File: src/rtl/demux_m_pkg.sv
// demux_m_pkg: shared constants and types for the demux_m_stream slice.
//   DEPTH    default entries per channel FIFO
//   PTR_W    FIFO pointer width for the default depth
//   CH_A/B   in_s encoding (1 -> channel A, 0 -> channel B)
//   cnt_t    FIFO occupancy type (0..DEPTH needs PTR_W+1 bits)
//   ptr_width() pointer width for an arbitrary power-of-two depth
package demux_m_pkg;

  localparam int unsigned DEPTH = 2;
  localparam int unsigned PTR_W = $clog2(DEPTH);

  localparam logic CH_A = 1'b1;
  localparam logic CH_B = 1'b0;

  typedef logic [PTR_W:0] cnt_t;

  function automatic int unsigned ptr_width(input int unsigned depth);
    return (depth < 2) ? 1 : $clog2(depth);
  endfunction

endpackage

File: src/rtl/demux_m_fifo.sv
// demux_m_fifo: per-channel synchronous FIFO with registered storage.
//   clk, rst_n    clock, asynchronous active-low reset (clears storage too)
//   push, push_data  write request and word (ignored when full)
//   pop           read request (ignored when empty)
//   full, empty   occupancy flags
//   head_data     oldest stored word; 0 after reset
module demux_m_fifo
  import demux_m_pkg::*;
#(
  parameter int M     = 4,
  parameter int DEPTH = 2
) (
  input  logic       clk,
  input  logic       rst_n,
  input  logic       push,
  input  logic [M:0] push_data,
  input  logic       pop,
  output logic       full,
  output logic       empty,
  output logic [M:0] head_data
);

  localparam int unsigned PW = ptr_width(DEPTH);
  localparam logic [PW:0] FULL_CNT = (PW+1)'(DEPTH);

  logic [M:0]    r_mem [DEPTH];
  logic [PW-1:0] r_wr_ptr;
  logic [PW-1:0] r_rd_ptr;
  logic [PW:0]   r_count;

  logic w_push;
  logic w_pop;

  assign full      = (r_count == FULL_CNT);
  assign empty     = (r_count == '0);
  assign head_data = r_mem[r_rd_ptr];

  // Push is refused when full even if a pop happens the same cycle.
  assign w_push = push & ~full;
  assign w_pop  = pop & ~empty;

  always_ff @(posedge clk or negedge rst_n) begin
    if (!rst_n) begin
      for (int unsigned i = 0; i < DEPTH; i++) r_mem[i] <= '0;
      r_wr_ptr <= '0;
      r_rd_ptr <= '0;
      r_count  <= '0;
    end else begin
      if (w_push) begin
        r_mem[r_wr_ptr] <= push_data;
        r_wr_ptr        <= r_wr_ptr + 1'b1;
      end
      if (w_pop) r_rd_ptr <= r_rd_ptr + 1'b1;
      if (w_push && !w_pop)      r_count <= r_count + 1'b1;
      else if (w_pop && !w_push) r_count <= r_count - 1'b1;
    end
  end

endmodule

File: src/rtl/demux_m_stream.sv
// demux_m_stream: streaming 1-to-2 demultiplexer with per-channel FIFOs.
//   clk, rst_n            clock, asynchronous active-low reset
//   in_valid/in_ready     input handshake; in_ready = selected channel not full
//   in_data, in_s         word and route select (1 -> A, 0 -> B)
//   a_valid/a_ready/a_data  channel A output stream
//   b_valid/b_ready/b_data  channel B output stream
// Optional (macro DEMUX_M_STREAM_STATS_EN):
//   a_count, b_count      saturating accepted-word counters
//   stall_seen            sticky: in_valid seen while in_ready low
module demux_m_stream
  import demux_m_pkg::*;
#(
  parameter int M     = 4,
  parameter int DEPTH = 2
) (
  input  logic       clk,
  input  logic       rst_n,
  input  logic       in_valid,
  output logic       in_ready,
  input  logic [M:0] in_data,
  input  logic       in_s,
  output logic       a_valid,
  input  logic       a_ready,
  output logic [M:0] a_data,
  output logic       b_valid,
  input  logic       b_ready,
  output logic [M:0] b_data
`ifdef DEMUX_M_STREAM_STATS_EN
  ,
  output logic [15:0] a_count,
  output logic [15:0] b_count,
  output logic        stall_seen
`endif
);

  logic w_a_full, w_a_empty, w_b_full, w_b_empty;
  logic w_accept, w_push_a, w_push_b;

  assign in_ready = (in_s == CH_A) ? ~w_a_full : ~w_b_full;
  assign w_accept = in_valid & in_ready;
  assign w_push_a = w_accept & (in_s == CH_A);
  assign w_push_b = w_accept & (in_s == CH_B);

  assign a_valid = ~w_a_empty;
  assign b_valid = ~w_b_empty;

  demux_m_fifo #(.M(M), .DEPTH(DEPTH)) u_fifo_a (
    .clk       (clk),
    .rst_n     (rst_n),
    .push      (w_push_a),
    .push_data (in_data),
    .pop       (a_ready),
    .full      (w_a_full),
    .empty     (w_a_empty),
    .head_data (a_data)
  );

  demux_m_fifo #(.M(M), .DEPTH(DEPTH)) u_fifo_b (
    .clk       (clk),
    .rst_n     (rst_n),
    .push      (w_push_b),
    .push_data (in_data),
    .pop       (b_ready),
    .full      (w_b_full),
    .empty     (w_b_empty),
    .head_data (b_data)
  );

`ifdef DEMUX_M_STREAM_STATS_EN
  logic [15:0] r_a_count;
  logic [15:0] r_b_count;
  logic        r_stall_seen;

  always_ff @(posedge clk or negedge rst_n) begin
    if (!rst_n) begin
      r_a_count    <= '0;
      r_b_count    <= '0;
      r_stall_seen <= 1'b0;
    end else begin
      if (w_push_a && r_a_count != '1) r_a_count <= r_a_count + 16'd1;
      if (w_push_b && r_b_count != '1) r_b_count <= r_b_count + 16'd1;
      if (in_valid && !in_ready)       r_stall_seen <= 1'b1;
    end
  end

  assign a_count    = r_a_count;
  assign b_count    = r_b_count;
  assign stall_seen = r_stall_seen;
`endif

endmodule
File: config.mk
export PLATFORM = sky130hd
export DESIGN_NAME = demux_m_stream
export DESIGN_NICKNAME = d
export VERILOG_FILES = /design/src/rtl/demux_m_pkg.sv /design/src/rtl/demux_m_fifo.sv /design/src/rtl/demux_m_stream.sv
export SDC_FILE = /design/constraint.sdc
export NUM_CORES = 1
export LEC_CHECK = 0
export ABC_AREA = 1
export BUFFER_PORTS_ARGS = -buffer_cell sky130_fd_sc_hd__buf_4
export CAP_MARGIN = 20
export CELL_PAD_IN_SITES_DETAIL_PLACEMENT = 0
export CELL_PAD_IN_SITES_GLOBAL_PLACEMENT = 1
export CORE_MARGIN = 8
export CORE_UTILIZATION = 38
export DETAILED_ROUTE_END_ITERATION = 8
export MAX_ROUTING_LAYER = met4
export PLACE_DENSITY = 0.72
export SLEW_MARGIN = 15
export SYNTH_ARGS = -nofsm -noshare
export SYNTH_HDL_FRONTEND = slang
export SYNTH_HIERARCHICAL = 1
export SYNTH_SLANG_ARGS = --single-unit
export TNS_END_PERCENT = 1
File: constraint.sdc
create_clock -name clk -period 2.15 [get_ports clk]
set_input_delay 0.215 -clock clk [delete_from_list [all_inputs] [get_ports clk]]
set_output_delay 0.215 -clock clk [all_outputs]
set_load 0.01 [all_outputs]
# Word level (Yosys, flattened, before mapping)
# Index checks and enable logic that the tools add are counted.
# Widths: inputs -> output; s select.
dict set report op_classes {
  n_mux 17
  bitwise 16
  magnitude_cmp 6
  div_mod_pow 0
  shift 0
  mul 0
  reduce_logical 14
  add_sub_neg 8
  n_eq_ne 2
}
# op count
set op_table {}
lappend op_table {{$mux 5} 8}
lappend op_table {{$bwmux 10} 2}
lappend op_table {{$demux 5 s1} 2}
lappend op_table {{$ge 2x2->1 const B} 4}
lappend op_table {{$mux 2} 4}
lappend op_table {{$not 1->2} 4}
lappend op_table {{$and 1x1->1} 7}
lappend op_table {{$logic_and 1x1->1} 6}
lappend op_table {{$not 1->1} 5}
lappend op_table {{$add 1x1->1 const B} 4}
lappend op_table {{$add 2x1->2 const B} 2}
lappend op_table {{$eq 2x2->1 const B} 2}
lappend op_table {{$logic_not 1->1} 4}
lappend op_table {{$logic_not 2->1} 2}
lappend op_table {{$lt 2x1->1 const B} 2}
lappend op_table {{$reduce_bool 2->1} 2}
lappend op_table {{$sub 2x1->2 const B} 2}
lappend op_table {{$mux 1} 1}
dict set report totals {
  regBits 28
  wordCells 73
  input_bits 11
  out_inout_bits 13
  memories 0
  mem_bits_ro 0
  ram_bits 0
  latch_bits 0
}

# Longest topological paths before layout
# Gate-level depths: netlist of the first run.
dict set report depth {
  depth_word 10
  depth_mapped 15
  depth_no_buf 14
}

# By module
# The synthesis of the first run kept the hierarchy.
# module n_inst area_per_inst_um2 seq_area_each_um2 cells_each
set modules_own_cells {}
lappend modules_own_cells {demux_m_fifo 2 709.4 350.3 89}
lappend modules_own_cells {demux_m_stream 1 46.3 0.0 11}

# Worst setup path after synthesis of the first run
# OpenSTA, ideal clock, no wires.
dict set report synth_timing {
  kind {register -> register}
  startpoint {register u_fifo_a.r_count[0]}
  endpoint {register u_fifo_a.r_count[1]}
  setup_slack_ns 0.419
  setup_time_ns 0.117
  required_ns 2.033
  period_less_slack_ns 1.731
  stages_incl_launch_ff 15
  t_arrival_ns 1.614
  path_buffers 1
  cell_sequence {dfrtp_1 -> inv_2 -> nand2_4 -> buf_6 -> inv_1 -> inv_1 -> nand2_1 -> nor2_1 -> nand2_1 -> inv_1 -> ha_1 -> inv_1 -> nand3_1 -> nand2_1 -> nand2_1}
}
dict set report synth_via {
  elab_chain_cells 9
  word_cells_on_any_way 18
  cone_classes {add/sub (2); eq/ne (1); mux (3); bitwise (6); reduce/logical (6)}
}
# item line_no
set synth_lines {}
lappend synth_lines {{start, declared} demux_m_fifo.sv:29} ;# logic [PW:0] r_count;
lappend synth_lines {{start signal, assigned} demux_m_fifo.sv:54} ;# if (w_push && !w_pop) r_count <= r_count + 1'b1;
lappend synth_lines {{start signal, assigned} demux_m_fifo.sv:55} ;# else if (w_pop && !w_push) r_count <= r_count - 1'b1;
lappend synth_lines {{$eq 2x2->1 (*)} demux_m_fifo.sv:34} ;# assign full = (r_count == FULL_CNT);
lappend synth_lines {{net w_a_full} demux_m_stream.sv:36} ;# logic w_a_full, w_a_empty, w_b_full, w_b_empty;
lappend synth_lines {{$not 1->1 (*)} demux_m_stream.sv:39} ;# assign in_ready = (in_s == CH_A) ? ~w_a_full : ~w_b_full;
lappend synth_lines {{$mux 1 (*)} demux_m_stream.sv:39}
lappend synth_lines {{$and 1x1->1 (*)} demux_m_stream.sv:40} ;# assign w_accept = in_valid & in_ready;
lappend synth_lines {{$and 1x1->1 (*)} demux_m_stream.sv:41} ;# assign w_push_a = w_accept & (in_s == CH_A);
lappend synth_lines {{net w_push_a} demux_m_stream.sv:37} ;# logic w_accept, w_push_a, w_push_b;
lappend synth_lines {{$and 1x1->1 (*)} demux_m_fifo.sv:39} ;# assign w_push = push & ~full;
lappend synth_lines {{net u_fifo_a.w_push} demux_m_fifo.sv:31} ;# logic w_push;
lappend synth_lines {{$logic_not 1->1} demux_m_fifo.sv:55}
lappend synth_lines {{$logic_and 1x1->1} demux_m_fifo.sv:55}
lappend synth_lines {{$reduce_bool 2->1 (no source line)} --}
# Mark *: on every way through the listed nets, which the timed path passes. The rest lies on a longest branch. The select of a mux whose other input is x is not followed.
# A chain may end at the register's enable or synchronous reset.

# Worst setup path after layout of the first run
dict set report layout_timing {
  startpoint {register u_fifo_b.r_count[0]}
  endpoint {register u_fifo_b.r_count[1]}
}
dict set report layout_via {
  elab_chain_cells 9
  word_cells_on_any_way 18
  cone_classes {add/sub (2); eq/ne (1); mux (3); bitwise (6); reduce/logical (6)}
}
# item line_no
set layout_lines {}
lappend layout_lines {{start, declared} demux_m_fifo.sv:29}
lappend layout_lines {{start signal, assigned} demux_m_fifo.sv:54}
lappend layout_lines {{start signal, assigned} demux_m_fifo.sv:55}
lappend layout_lines {{$eq 2x2->1 (*)} demux_m_fifo.sv:34}
lappend layout_lines {{net w_b_full} demux_m_stream.sv:36}
lappend layout_lines {{$not 1->1 (*)} demux_m_stream.sv:39}
lappend layout_lines {{$mux 1 (*)} demux_m_stream.sv:39}
lappend layout_lines {{$and 1x1->1 (*)} demux_m_stream.sv:40}
lappend layout_lines {{$and 1x1->1 (*)} demux_m_stream.sv:42} ;# assign w_push_b = w_accept & (in_s == CH_B);
lappend layout_lines {{net w_push_b} demux_m_stream.sv:37}
lappend layout_lines {{$and 1x1->1 (*)} demux_m_fifo.sv:39}
lappend layout_lines {{net u_fifo_b.w_push} demux_m_fifo.sv:31}
lappend layout_lines {{$logic_not 1->1} demux_m_fifo.sv:55}
lappend layout_lines {{$logic_and 1x1->1} demux_m_fifo.sv:55}
lappend layout_lines {{$reduce_bool 2->1 (no source line)} --}
# Marks and branches as above.

==> results of run 1 <==
[critical path, delay by kind of cell, from the launching register on]
| family | cells | cell delay, ns |
|---|---|---|
| flip-flops | 1 | 0.45 |
| adder cells (fa/ha/maj) | 1 | 0.31 |
| AND/OR/NAND/NOR | 7 | 0.46 |
| buffers and inverters | 5 | 0.36 |
[flip-flops by register name, indices dropped and copies added, names as in the netlist]
name and cells:
u_fifo_a/r_mem 10, u_fifo_b/r_mem 10, u_fifo_a/r_count 2, u_fifo_b/r_count 2, u_fifo_a/r_rd_ptr 1, u_fifo_a/r_wr_ptr 1, u_fifo_b/r_rd_ptr 1, u_fifo_b/r_wr_ptr 1
[stage by stage]
stage | util, % | total power, mW | area, µm² | hold slack [ns] | worst slack (ns)
finish | 46.68 | 2.411 | 1722 | 0.1816 | 0.4578
global route | 46.68 | 2.661 | 1722 | 0.2287 | 0.2332
CTS | 46.68 | 2.449 | 1722 | 0.1719 | 0.4492
detailed placement | 45.28 | 2.158 | 1670 | 0.1597 | 0.4716
global placement | 45.28 | 2.120 | 1670 | 0.1550 | 0.4760
floorplan | - | 1.764 | 1465 | -0.08059 | 0.4186
[metal layers]
metal  vias to the layer above  share of wire, %
met5                         -                 0
met4                         0              0.61
met3                         2               5.2
met2                        27                46
met1                       586                48
li1                        644                 -
[kinds of logic (layout without fill, tap and decap cells)]
| group | Yosys count | in the layout | share of synthesized area, % |
|---|---|---|---|
| compound gates | 2 | 2 | 0.6832 |
| simple gates | 127 | 127 | 40.05 |
| buf+inv | 28 | 51 | 8.539 |
| xor+xnor | 2 | 2 | 1.196 |
| fa+ha+maj | 2 | 2 | 1.708 |
| flops | 28 | 28 | 47.82 |
[power breakdown]
group          leakage (nW)  switching (mW)  total (mW)  internal (mW)
logic                 0.608           0.641        1.13          0.484
clock network        0.0216           0.155       0.281          0.126
registers             0.347           0.230        1.00          0.775
total                 0.977            1.03        2.41           1.38
[cells in the final DEF (no fill, tap or decap)]
| cell | instances |
|---|---|
| o21ai_0 | 2 |
| inv_1 | 18 |
| nand3_2 | 4 |
| clkbuf_8 | 3 |
| nand3b_1 | 2 |
| nand3_1 | 2 |
| xnor2_1 | 2 |
| nand4_1 | 22 |
| nor2_1 | 3 |
| ha_1 | 2 |
| nand2_2 | 1 |
| nor2_2 | 1 |
| inv_2 | 4 |
| nand2_1 | 90 |
| dlygate4sd3_1 | 1 |
| nand2_4 | 2 |
| dfrtp_1 | 28 |
| buf_4 | 25 |
[area by class of cell]
| class | instances | area, µm² |
|---|---|---|
| inverters | 22 | 82.58 |
| fillers | 406 | 1967 |
| multi-input cells | 133 | 639.4 |
| well taps | 48 | 60.06 |
| flip-flops and latches | 28 | 700.7 |
| repair buffers | 26 | 197.7 |
| clock buffers | 3 | 41.29 |
[timing repair]
action | CTS | global route
gates resized for setup | 0 | 0
hold buffers | 1 | 0
hold endpoints to repair | 28 | 0
setup endpoints to repair | 0 | 0
[how the worst min path moves through the flow]
stage / slack [ns] / end / start / depth (start not counted)
2_1_floorplan: -0.08 / u_fifo_a/r_count[0]$_DFFE_PN0P_ / rst_n / 0
3_3_place_gp: 0.16 / u_fifo_a/r_count[0]$_DFFE_PN0P_ / rst_n / 1
6_report: 0.18 / u_fifo_b/r_rd_ptr$_DFFE_PN0P_ / b_ready / 3
5_1_grt: 0.23 / u_fifo_a/r_rd_ptr$_DFFE_PN0P_ / a_ready / 3
4_1_cts: 0.17 / u_fifo_b/r_rd_ptr$_DFFE_PN0P_ / b_ready / 3
3_5_place_dp: 0.16 / u_fifo_a/r_count[0]$_DFFE_PN0P_ / rst_n / 1
==> summary.txt, run 1 <==
Floorplanning
  – Die X: between 70 and 80 µm
  – Die Height: 78.10 µm
  – Initial cell density of the core: 39.72%
  – Core ar.: around 3700 µm²
  – Die area: a little over 6000 µm²
  – Core Rows: 22
  – Ports: 24

Yosys
  – Most instantiated library cell after synthesis: nand2_1
  – Yosys top cell area share: 47.82%
  – Top_reg_cell synth: dfrtp_1
  – Area leader, netlist: dfrtp_1
  – Syn_nets: between 200 and 250
  – Synth top area cells: dfrtp_1 (48%), nand2_1 (23%), nand4_1 (9.4%), inv_1 (4.6%), nand3_2 (2.7%)
  – Synth cell count leaders: nand2_1 (90), dfrtp_1 (28), nand4_1 (22)
  – Syn Inst Count: around 190
  – Seq/Total Area, Yosys: a little under half
  – Mean area per synthesized cell: roughly 7.8 µm²
  – EDFF count, synth: 0
  – FF+latch count, synth: 28
  – Library cells used by synthesis: 17
  – Yosys warns: 6
  – Syn Std Cell Area: about 1500 µm²
  – FFs w/ async S/R, synth: 100.0%

Layout
  – Layout cells sized above 1: about a fifth
  – Nets: roughly 230
  – Post-Layout Cell Count: between 200 and 300
  – # diodes: 0
  – Area delta synth->final: 17.51%

Timing
  – Actual slew at the worst max-slew pin: 0.3533 ns
  – Clock skew: about 0.0015 ns
  – Slew Viols, Final: 0
  – RSZ-0062 raised after global routing: no
  – FMAX: 0.5910 GHz
  – Final Hold Viols: 0
  – Final setup fails: 0
  – Setup TNS: 0 ns
  – Fin crit period: roughly 1.7 ns
  – Tcrit/Tclk final: about 80%
  – Slew HR: roughly 76%

Critical path
  – R2R depth: 13
  – CP required: 2.32 ns
  – CP Launch Point: u_fifo_b/r_count[0]$_DFFE_PN0P_
  – R2r setup slk: ~0.46 ns
  – Max stage delay on crit path: between 0.4 and 0.5 ns
  – Cell mode on critical path: inv_1
  – CP max FO: 14
  – Crit-path cells: inv_2 > nand2_4 > inv_1 > inv_1 > nand2_2 > nor2_2 > nand2_1 > inv_1 > ha_1 > inv_1 > nand3_1 > nand2_1 > nand2_1
  – Worst r2r src: u_fifo_b/r_count[0]$_DFFE_PN0P_
  – Crit end category: flop
  – CP Class: reg2reg
  – Capture point of the critical path: u_fifo_b/r_count[1]$_DFFE_PN0P_
  – Crit path DAT: roughly 1.9 ns
  – Critical R2R Capture: u_fifo_b/r_count[1]$_DFFE_PN0P_
  – Crit start category: flop
  – Slowest CP cell: dfrtp_1

Clock network
  – Clock sink count: 28
  – Root Buffer: clkbuf_8
  – TritonCTS clock tree: done
  – Total clock buffers created by CTS: 3
  – Clock latency on the worst-skew pair: 0.27 ns
  – Worst-path clk slew: roughly 0.09 ns
  – Post-CTS Setup Bufs: 0
  – H-tree levels: 1
  – CTS Buffer Depth: 2

GRT
  – First-pass GRT wire length: about 5.4 mm
  – Antenna violations before repair: 0
  – Largest net degree at the start of global routing: 29
  – Gr busiest metal: met2
  – GR Util met2: about 17%
  – Gr ovfl total: 0
  – M3 GR Usage: under 10%
  – Met1 Usage GRT: 14.24%
  – Vias in the first global route: around 1200
  – GRT Util Overall: a little over a tenth

Power and ir drop
  – Leakage: roughly 0.98 nW
  – P per Cell Area: 1400 nW/µm²
  – VDD IR max: between 0.6 and 0.7 mV

Placement
  – HPWL Detailed: 2.401 mm
  – Post-Place Cells: 256
  – IO Port Bufs: 23
  – GPL Wtd Cong: 0.7529

Routing
  – Final WL: 3.130 mm
  – First-pass iteration count of the detailed router: 4
  – Via count: roughly 1300
  – Number of nets with antenna violations after routing: 0
  – DRC Markers: 0
  – WL per Instance: between 10 and 15 µm
  – 1st-iter DRT viols: 71
  – Vias per cell: ~4.8

Worst hold path
  – Hold Path Class: in2reg

Run status
  – Status: complete, no violations

Job
  – Max Cap Viol: 0
Note: power is estimated with default switching activity, not from simulation.
==> inputs of run 2 (changes only) <==
--- a/config.mk
+++ b/config.mk
@@ -5,7 +5,7 @@
 export SDC_FILE = /design/constraint.sdc
 export NUM_CORES = 1
 export LEC_CHECK = 0
-export ABC_AREA = 1
+export ABC_AREA = 0
 export BUFFER_PORTS_ARGS = -buffer_cell sky130_fd_sc_hd__buf_4
 export CAP_MARGIN = 20
 export CELL_PAD_IN_SITES_DETAIL_PLACEMENT = 0
@@ -14,7 +14,7 @@
 export CORE_UTILIZATION = 38
 export DETAILED_ROUTE_END_ITERATION = 8
 export MAX_ROUTING_LAYER = met4
-export PLACE_DENSITY = 0.72
+export PLACE_DENSITY = 0.66
 export SLEW_MARGIN = 15
 export SYNTH_ARGS = -nofsm -noshare
 export SYNTH_HDL_FRONTEND = slang
==> constraint.sdc (replaced) <==
create_clock -name clk -period 1.7 [get_ports clk]
set_input_delay 0.17 -clock clk [delete_from_list [all_inputs] [get_ports clk]]
set_output_delay 0.17 -clock clk [all_outputs]
set_load 0.01 [all_outputs]
==> run 2 against run 1 <==
  * Sequential share of layout area up 1.1 points
  * Global-route usage down 0.67 points
  * Sequential cell count unchanged
  * Clock power up 56%
  * Highest routed layer unchanged
  * Sequential power up 25%
  * Routed wire length down 21%
==> summary.txt, run 2 <==
Layout
  – Post-Layout Cell Count: 172 (was 260)
  – Area delta synth->final: 25.49% (was 17.51%)
  – Nets: 140 (was 227)
  – Design area: 1675 µm² (was 1722 µm²)
  – Leading registers by flop count: u_fifo_a/r_mem (10), u_fifo_b/r_mem (10) (unchanged)
  – Most frequent cells in the layout: buf_4 (30), mux2_2 (30), dfrtp_1 (28) (was nand2_1 (90), dfrtp_1 (28), buf_4 (25))
  – Layout cells sized above 1: 60.32% (was 18.87%)
  – # diodes: 0 (unchanged)
  – Fill cells: 326 (was 406)

Routing
  – Number of nets with antenna violations after routing: 0 (unchanged)
  – Vias per cell: 4.709 (was 4.842)
  – DRC Markers: 0 (unchanged)
  – 1st-iter DRT viols: 16 (was 71)
  – WL per Instance: 14.41 µm (was 12.04 µm)
  – Final WL: 2.478 mm (was 3.130 mm)
  – Via count: 810 (was 1259)
  – First-pass iteration count of the detailed router: 2 (was 4)

Clock network
  – Clock latency on the worst-skew pair: 0.33 ns (was 0.27 ns)
  – Root Buffer: clkbuf_4 (was clkbuf_8)
  – CTS Buffer Depth: 2 (unchanged)
  – TritonCTS clock tree: done (unchanged)
  – Clock sink count: 28 (unchanged)
  – H-tree levels: 1 (unchanged)
  – Total clock buffers created by CTS: 3 (unchanged)
  – Worst-path clk slew: 0.15 ns (was 0.09 ns)

Yosys
  – Top_reg_cell synth: dfrtp_1 (unchanged)
  – EDFF count, synth: 0 (unchanged)
  – Syn Std Cell Area: 1335 µm² (was 1465 µm²)
  – Seq/Total Area, Yosys: 52.48% (was 47.82%)
  – Yosys warns: 6 (unchanged)
  – Library cells used by synthesis: 18 (was 17)
  – Synth cell count leaders: mux2_2 (30), dfrtp_1 (28), xor2_1 (6) (was nand2_1 (90), dfrtp_1 (28), nand4_1 (22))
  – Syn_nets: 108 (was 202)
  – Yosys top cell area share: 52.48% (was 47.82%)
  – Syn Inst Count: 95 (was 189)
  – FF+latch count, synth: 28 (unchanged)
  – Mean area per synthesized cell: 14.05 µm² (was 7.752 µm²)
  – Most instantiated library cell after synthesis: mux2_2 (was nand2_1)
  – Area leader, netlist: dfrtp_1 (unchanged)
  – FFs w/ async S/R, synth: 100.0% (unchanged)
  – Synth top area cells: dfrtp_1 (52%), mux2_2 (25%), xor2_1 (3.9%), nor3b_4 (2.8%), xnor2_1 (2.6%) (was dfrtp_1 (48%), nand2_1 (23%), nand4_1 (9.4%), inv_1 (4.6%), nand3_2 (2.7%))

Timing
  – Minimum hold slack: 0.08759 ns (was 0.1816 ns)
  – Final Hold Viols: 0 (unchanged)
  – Fin crit period: 1.635 ns (was 1.692 ns)
  – Final setup fails: 0 (unchanged)
  – Slew Viols, Final: 0 (unchanged)
  – Clock skew: 0.001550 ns (was 0.001459 ns)
  – FMAX: 0.6118 GHz (was 0.5910 GHz)
  – Tcrit/Tclk final: 96.15% (was 78.70%)
  – RSZ-0062 raised after global routing: yes (was no)
  – Actual slew at the worst max-slew pin: 0.3624 ns (was 0.3533 ns)
  – Fin worst setup slack: 0.06547 ns (was 0.4578 ns)
  – Slew HR: 75.84% (was 76.45%)

Floorplanning
  – Core ar.: 3363 µm² (was 3689 µm²)
  – Core Rows: 21 (was 22)
  – Ports: 24 (unchanged)
  – Die area: 5666 µm² (was 6099 µm²)
  – Die Height: 75.27 µm (was 78.10 µm)
  – Initial cell density of the core: 39.69% (was 39.72%)
  – Die X: 75.27 µm (was 78.10 µm)

Critical path
  – CP max FO: 3 (was 14)
  – Worst r2r src: u_fifo_a/r_count[0]$_DFFE_PN0P_ (was u_fifo_b/r_count[0]$_DFFE_PN0P_)
  – R2R depth: 7 (was 13)
  – CP Class: reg2reg (unchanged)
  – Capture point of the critical path: u_fifo_a/r_count[1]$_DFFE_PN0P_ (was u_fifo_b/r_count[1]$_DFFE_PN0P_)
  – CP Launch Point: u_fifo_a/r_count[0]$_DFFE_PN0P_ (was u_fifo_b/r_count[0]$_DFFE_PN0P_)
  – R2r setup slk: 0.07 ns (was 0.46 ns)
  – Critical R2R Capture: u_fifo_a/r_count[1]$_DFFE_PN0P_ (was u_fifo_b/r_count[1]$_DFFE_PN0P_)
  – CP required: 1.97 ns (was 2.32 ns)
  – Crit end category: flop (unchanged)
  – Crit start category: flop (unchanged)
  – Crit path DAT: 1.90 ns (was 1.86 ns)

Placement
  – HPWL Detailed: 1.834 mm (was 2.401 mm)
  – DP Area: 1593 µm² (was 1670 µm²)
  – IO Port Bufs: 23 (unchanged)
  – GPL Wtd Cong: 0.7237 (was 0.7529)
  – Post-Place Cells: 166 (was 256)
  – Place WS: 0.04914 ns (was 0.4716 ns)

GRT
  – Largest net degree at the start of global routing: 29 (unchanged)
  – First-pass GRT wire length: 4.209 mm (was 5.409 mm)
  – GRT Util Overall: 10.27% (was 10.93%)
  – Vias in the first global route: 866 (was 1207)
  – Gr ovfl total: 0 (unchanged)
  – Antenna violations before repair: 0 (unchanged)

Power and ir drop
  – VDD IR max: 0.9569 mV (was 0.6126 mV)
  – Total power: 3.269 mW (was 2.411 mW)
  – P per Cell Area: 1951 nW/µm² (was 1400 nW/µm²)
  – Leakage: 0.7727 nW (was 0.9770 nW)

Run status
  – Status: complete, no violations (unchanged)

Worst hold path
  – Hold Path Class: in2reg (unchanged)

Job
  – Max Cap Viol: 0 (unchanged)
==> run 2: cell types whose count changed after synthesis, moves of 4 or more <==
cell and change:
nand3_2 -4, xor2_1 +6, nand2_1 -90, inv_1 -16, nand4_1 -22, mux2_2 +30
==> run 2: per-stage QoR <==
step	util [%]	setup TNS [ns]
after floorplan	-	0
after global placement	47.36	0
after detailed placement	47.36	0
after CTS	49.29	0
after global routing	49.81	-0.05012
final	49.81	0
==> run 2: routing by layer <==
layer / vias up / GRT usage (%) / wire length (µm)
li1: 387 / - / -
met1: 402 / 13.13 / 1165
met2: 19 / 14.78 / 1146
met3: 2 / 3.196 / 145
met4: 0 / 3.838 / 21
met5: - / - / 0
==> run 2: worst min path at each step <==
| stage | from | end | slack (ns) | cells after the start |
|---|---|---|---|---|
| after global placement | rst_n | u_fifo_b/r_mem[7]$_DFFE_PN0P_ | 0.10 | 1 |
| after CTS | in_data[2] | u_fifo_b/r_mem[7]$_DFFE_PN0P_ | 0.08 | 2 |
| final | in_data[2] | u_fifo_a/r_mem[7]$_DFFE_PN0P_ | 0.09 | 2 |
| after floorplan | rst_n | u_fifo_a/r_count[0]$_DFFE_PN0P_ | -0.13 | 0 |
| after detailed placement | rst_n | u_fifo_b/r_mem[2]$_DFFE_PN0P_ | 0.11 | 1 |
| after global routing | in_data[3] | u_fifo_a/r_mem[3]$_DFFE_PN0P_ | 0.07 | 2 |
==> run 2: logic make-up after synthesis <==
| kind of cell | Yosys count | share of synthesized area [%] |
|---|---|---|
| adders and majority gates | 2 | 1.874 |
| muxes | 31 | 26.05 |
| DFF | 28 | 52.48 |
| and+or+nand+nor | 14 | 9.840 |
| buffers and inverters | 8 | 2.437 |
| AOI/OAI and AO/OA | 2 | 0.7498 |
| xor gates and xnor gates | 10 | 6.560 |
==> run 2: repair_timing <==
action / CTS / global route
endpoints found under the setup margin: 1 / 12
resized for setup: 1 / 3
hold buffers: 1 / 0
cloned: 0 / 0
pin swaps: 2 / 2
endpoints found under the hold margin: 28 / 0
buffers inserted: 0 / 1
==> run 2: report_power, final <==
| part | internal, mW | total, mW | leakage [nW] | switching (mW) |
|---|---|---|---|---|
| Combinational | 0.968 | 1.58 | 0.412 | 0.609 |
| Sequential | 1.01 | 1.25 | 0.333 | 0.244 |
| Clock | 0.239 | 0.438 | 0.0279 | 0.200 |
| Total | 2.22 | 3.27 | 0.773 | 1.05 |
==> run 2: cell type report <==
cell class	count	area [µm²]	share of cell area, %
Clock buffer	3	22.52	1.344
Clock inverter	1	30.03	1.792
Inverter	4	17.52	1.046
Multi-Input combinational cell	59	611.8	36.52
Sequential cell	28	700.7	41.82
Tap cell	46	57.56	3.435
Timing Repair Buffer	31	235.2	14.04
==> run 2: worst max-delay path, stage by stage, from the launching register on <==
cell and delay, ns:
dfrtp_1 0.40, nand2b_4 0.16, inv_4 0.07, and3b_1 0.19, and2_4 0.15, ha_1 0.32, nor2_1 0.14, xor2_1 0.15
==> inputs of run 3 (changes only) <==
--- a/config.mk
+++ b/config.mk
@@ -14,7 +14,7 @@
 export CORE_UTILIZATION = 38
 export DETAILED_ROUTE_END_ITERATION = 8
 export MAX_ROUTING_LAYER = met4
-export PLACE_DENSITY = 0.66
+export PLACE_DENSITY = 0.69
 export SLEW_MARGIN = 15
 export SYNTH_ARGS = -nofsm -noshare
 export SYNTH_HDL_FRONTEND = slang
==> constraint.sdc (replaced) <==
create_clock -name clk -period 1.5 [get_ports clk]
set_input_delay 0.15 -clock clk [delete_from_list [all_inputs] [get_ports clk]]
set_output_delay 0.15 -clock clk [all_outputs]
set_load 0.01 [all_outputs]
==> run 3 against run 2 <==
  * Die area unchanged
  * Worst setup slack worse by 0.14 ns
  * Worst hold slack lost 0.0016 ns
  * Count of clock-buffer cells in the layout rose by 1
  * The flow now finishes with violations (setup timing)
  * Highest routed layer unchanged
  * Critical path depth is 1 lower
  * Final cell count rose by 3.5%
  * Final area is 6.1% higher
  * Total power is 16% higher
  * Largest power group unchanged
  * Utilization is 3.1 points higher
  * Sequential share of layout area shrank 2.3 points
==> summary.txt, run 3 (same netlist as run 2, synthesis figures left out) <==
Run status
  – Status: finished with violations (was complete, no violations)
  – Failing checks: setup timing

Placement
  – IO Port Bufs: 23 (unchanged)
  – GPL Wtd Cong: 0.7378 (was 0.7237)
  – HPWL Detailed: 1.833 mm (was 1.834 mm)
  – Post-Place Cells: 170 (was 166)
  – Place WS: -0.1113 ns (was 0.04914 ns)

Clock network
  – TritonCTS clock tree: done (unchanged)
  – Root Buffer: clkbuf_4 (unchanged)
  – Total clock buffers created by CTS: 3 (unchanged)
  – Clock latency on the worst-skew pair: 0.31 ns (was 0.33 ns)
  – H-tree levels: 1 (unchanged)
  – Clock sink count: 28 (unchanged)
  – CTS Buffer Depth: 2 (unchanged)
  – Worst-path clk slew: 0.14 ns (was 0.15 ns)

Worst hold path
  – Hold Path Class: in2reg (unchanged)

Routing
  – 1st-iter DRT viols: 10 (was 16)
  – Number of nets with antenna violations after routing: 0 (unchanged)
  – WL per Instance: 13.88 µm (was 14.41 µm)
  – DRC Markers: 0 (unchanged)
  – Final WL: 2.470 mm (was 2.478 mm)
  – Vias per cell: 4.663 (was 4.709)
  – Via count: 830 (was 810)
  – First-pass iteration count of the detailed router: 2 (unchanged)

Critical path
  – Crit start category: flop (unchanged)
  – Crit path DAT: 1.79 ns (was 1.90 ns)
  – CP max FO: 5 (was 3)
  – CP Class: reg2reg (unchanged)
  – CP required: 1.72 ns (was 1.97 ns)
  – Crit end category: flop (unchanged)

GRT
  – Vias in the first global route: 886 (was 866)
  – Antenna violations before repair: 0 (unchanged)
  – First-pass GRT wire length: 4.119 mm (was 4.209 mm)
  – Largest net degree at the start of global routing: 29 (unchanged)
  – Gr ovfl total: 0 (unchanged)
  – GRT Util Overall: 9.668% (was 10.27%)

Timing
  – Final setup fails: 12 (was 0)
  – FMAX: 0.6370 GHz (was 0.6118 GHz)
  – Slew HR: 75.55% (was 75.84%)
  – Slew Viols, Final: 0 (unchanged)
  – Fin crit period: 1.570 ns (was 1.635 ns)
  – Tcrit/Tclk final: 104.7% (was 96.15%)
  – RSZ-0062 raised after global routing: yes (unchanged)
  – Actual slew at the worst max-slew pin: 0.3630 ns (was 0.3624 ns)
  – Clock skew: 0.003246 ns (was 0.001550 ns)
  – Fin worst setup slack: -0.06989 ns (was 0.06547 ns)
  – Final Hold Viols: 0 (unchanged)

Layout
  – Most frequent cells in the layout: buf_4 (35), dfrtp_1 (26), mux2_2 (20) (was buf_4 (30), mux2_2 (30), dfrtp_1 (28))
  – # diodes: 0 (unchanged)
  – Commonest non-fill, non-tap cell in the layout: buf_4
  – Nets: 146 (was 140)
  – Layout cells sized above 1: 64.39% (was 60.32%)
  – Fill cells: 321 (was 326)
  – Area delta synth->final: 33.18% (was 25.49%)
  – Post-Layout Cell Count: 178 (was 172)
  – Leading registers by flop count: u_fifo_a/r_mem (10), u_fifo_b/r_mem (10) (unchanged)

Power and ir drop
  – Leakage: 0.8267 nW (was 0.7727 nW)
  – P per Cell Area: 2136 nW/µm² (was 1951 nW/µm²)
  – Total power: 3.798 mW (was 3.269 mW)
  – VDD IR max: 0.7742 mV (was 0.9569 mV)

Floorplanning
  – Die X: 75.27 µm (unchanged)
  – Die Height: 75.27 µm (unchanged)
  – Die area: 5666 µm² (unchanged)
  – Ports: 24 (unchanged)
  – Core Rows: 21 (unchanged)
  – Core ar.: 3363 µm² (unchanged)
  – Initial cell density of the core: 39.69% (unchanged)

Job
  – Max Cap Viol: 0 (unchanged)
[run 3: cell types whose count changed in the layout (fill, tap and decap cells not counted), sizes merged]
cell / previous run / this run
buf: 30 / 36
clkbuf: 3 / 4
bufinv: 1 / 0
[run 3: through the flow]
| step | TNS [ns] | instance area [µm²] | hold slack (ns) | util (%) |
|---|---|---|---|---|
| floorplan | -1.068 | 1341 | -0.1456 | - |
| global placement | -0.5029 | 1629 | 0.08509 | 48.44 |
| detailed placement | -0.8665 | 1629 | 0.08529 | 48.44 |
| CTS | -0.7644 | 1714 | 0.07150 | 50.97 |
| global route | -2.428 | 1778 | 0.06944 | 52.86 |
| finish | -0.7161 | 1778 | 0.08595 | 52.86 |
[run 3: metal layers]
layer / track usage, % / part of all wire [%] / vias up
met5: - / 0 / -
met4: 3.198 / 0.57 / 0
met3: 2.796 / 6.2 / 2
met2: 14.30 / 48 / 15
met1: 12.33 / 45 / 418
li1: - / - / 395
[run 3: final cells by class]
class	count	area (µm²)	share of cell area, %
Timing Repair Buffer	37	284.0	15.97
Tap cell	46	57.56	3.237
Multi-Input combinational cell	59	676.9	38.07
Clock buffer	4	36.28	2.041
Sequential cell	28	703.2	39.55
Inverter	4	20.02	1.126
[run 3: worst max-delay path, stage by stage, from the launching register on]
cell,delay (ns)
dfrtp_1,0.44
nand2b_4,0.10
inv_4,0.04
nor3b_4,0.22
nor3b_4,0.22
buf_6,0.16
mux2_4,0.30
[run 3: repair_timing]
action	CTS	global route
gates cloned	0	0
resized for setup	8	12
pin swaps	2	6
endpoints found under the setup margin	29	27
hold endpoints to repair	28	0
setup buffers	1	2
hold buffers	1	0
[run 3: final timing paths]
check	start	endpoint	slack (ns)	cells after the start
max in group asynchronous	rst_n	u_fifo_a/r_rd_ptr$_DFFE_PN0P_	0.96	2
worst min-delay path	in_data[0]	u_fifo_b/r_mem[5]$_DFFE_PN0P_	0.09	2
worst min register to register	u_fifo_a/r_mem[3]$_DFFE_PN0P_	u_fifo_a/r_mem[3]$_DFFE_PN0P_	0.52	1
worst max-delay path	u_fifo_b/r_count[1]$_DFFE_PN0P_	u_fifo_b/r_mem[9]$_DFFE_PN0P_	-0.07	6
min in group asynchronous	rst_n	u_fifo_b/r_mem[4]$_DFFE_PN0P_	0.27	2
worst max register to register	u_fifo_b/r_count[1]$_DFFE_PN0P_	u_fifo_b/r_mem[9]$_DFFE_PN0P_	-0.07	6
[run 3: where the power goes]
group	switching (mW)	internal, mW	total, mW	leakage, nW
Sequential	0.288	1.15	1.44	0.331
Combinational	0.732	1.28	2.01	0.475
Clock	0.203	0.148	0.351	0.0210
Total	1.22	2.57	3.80	0.827
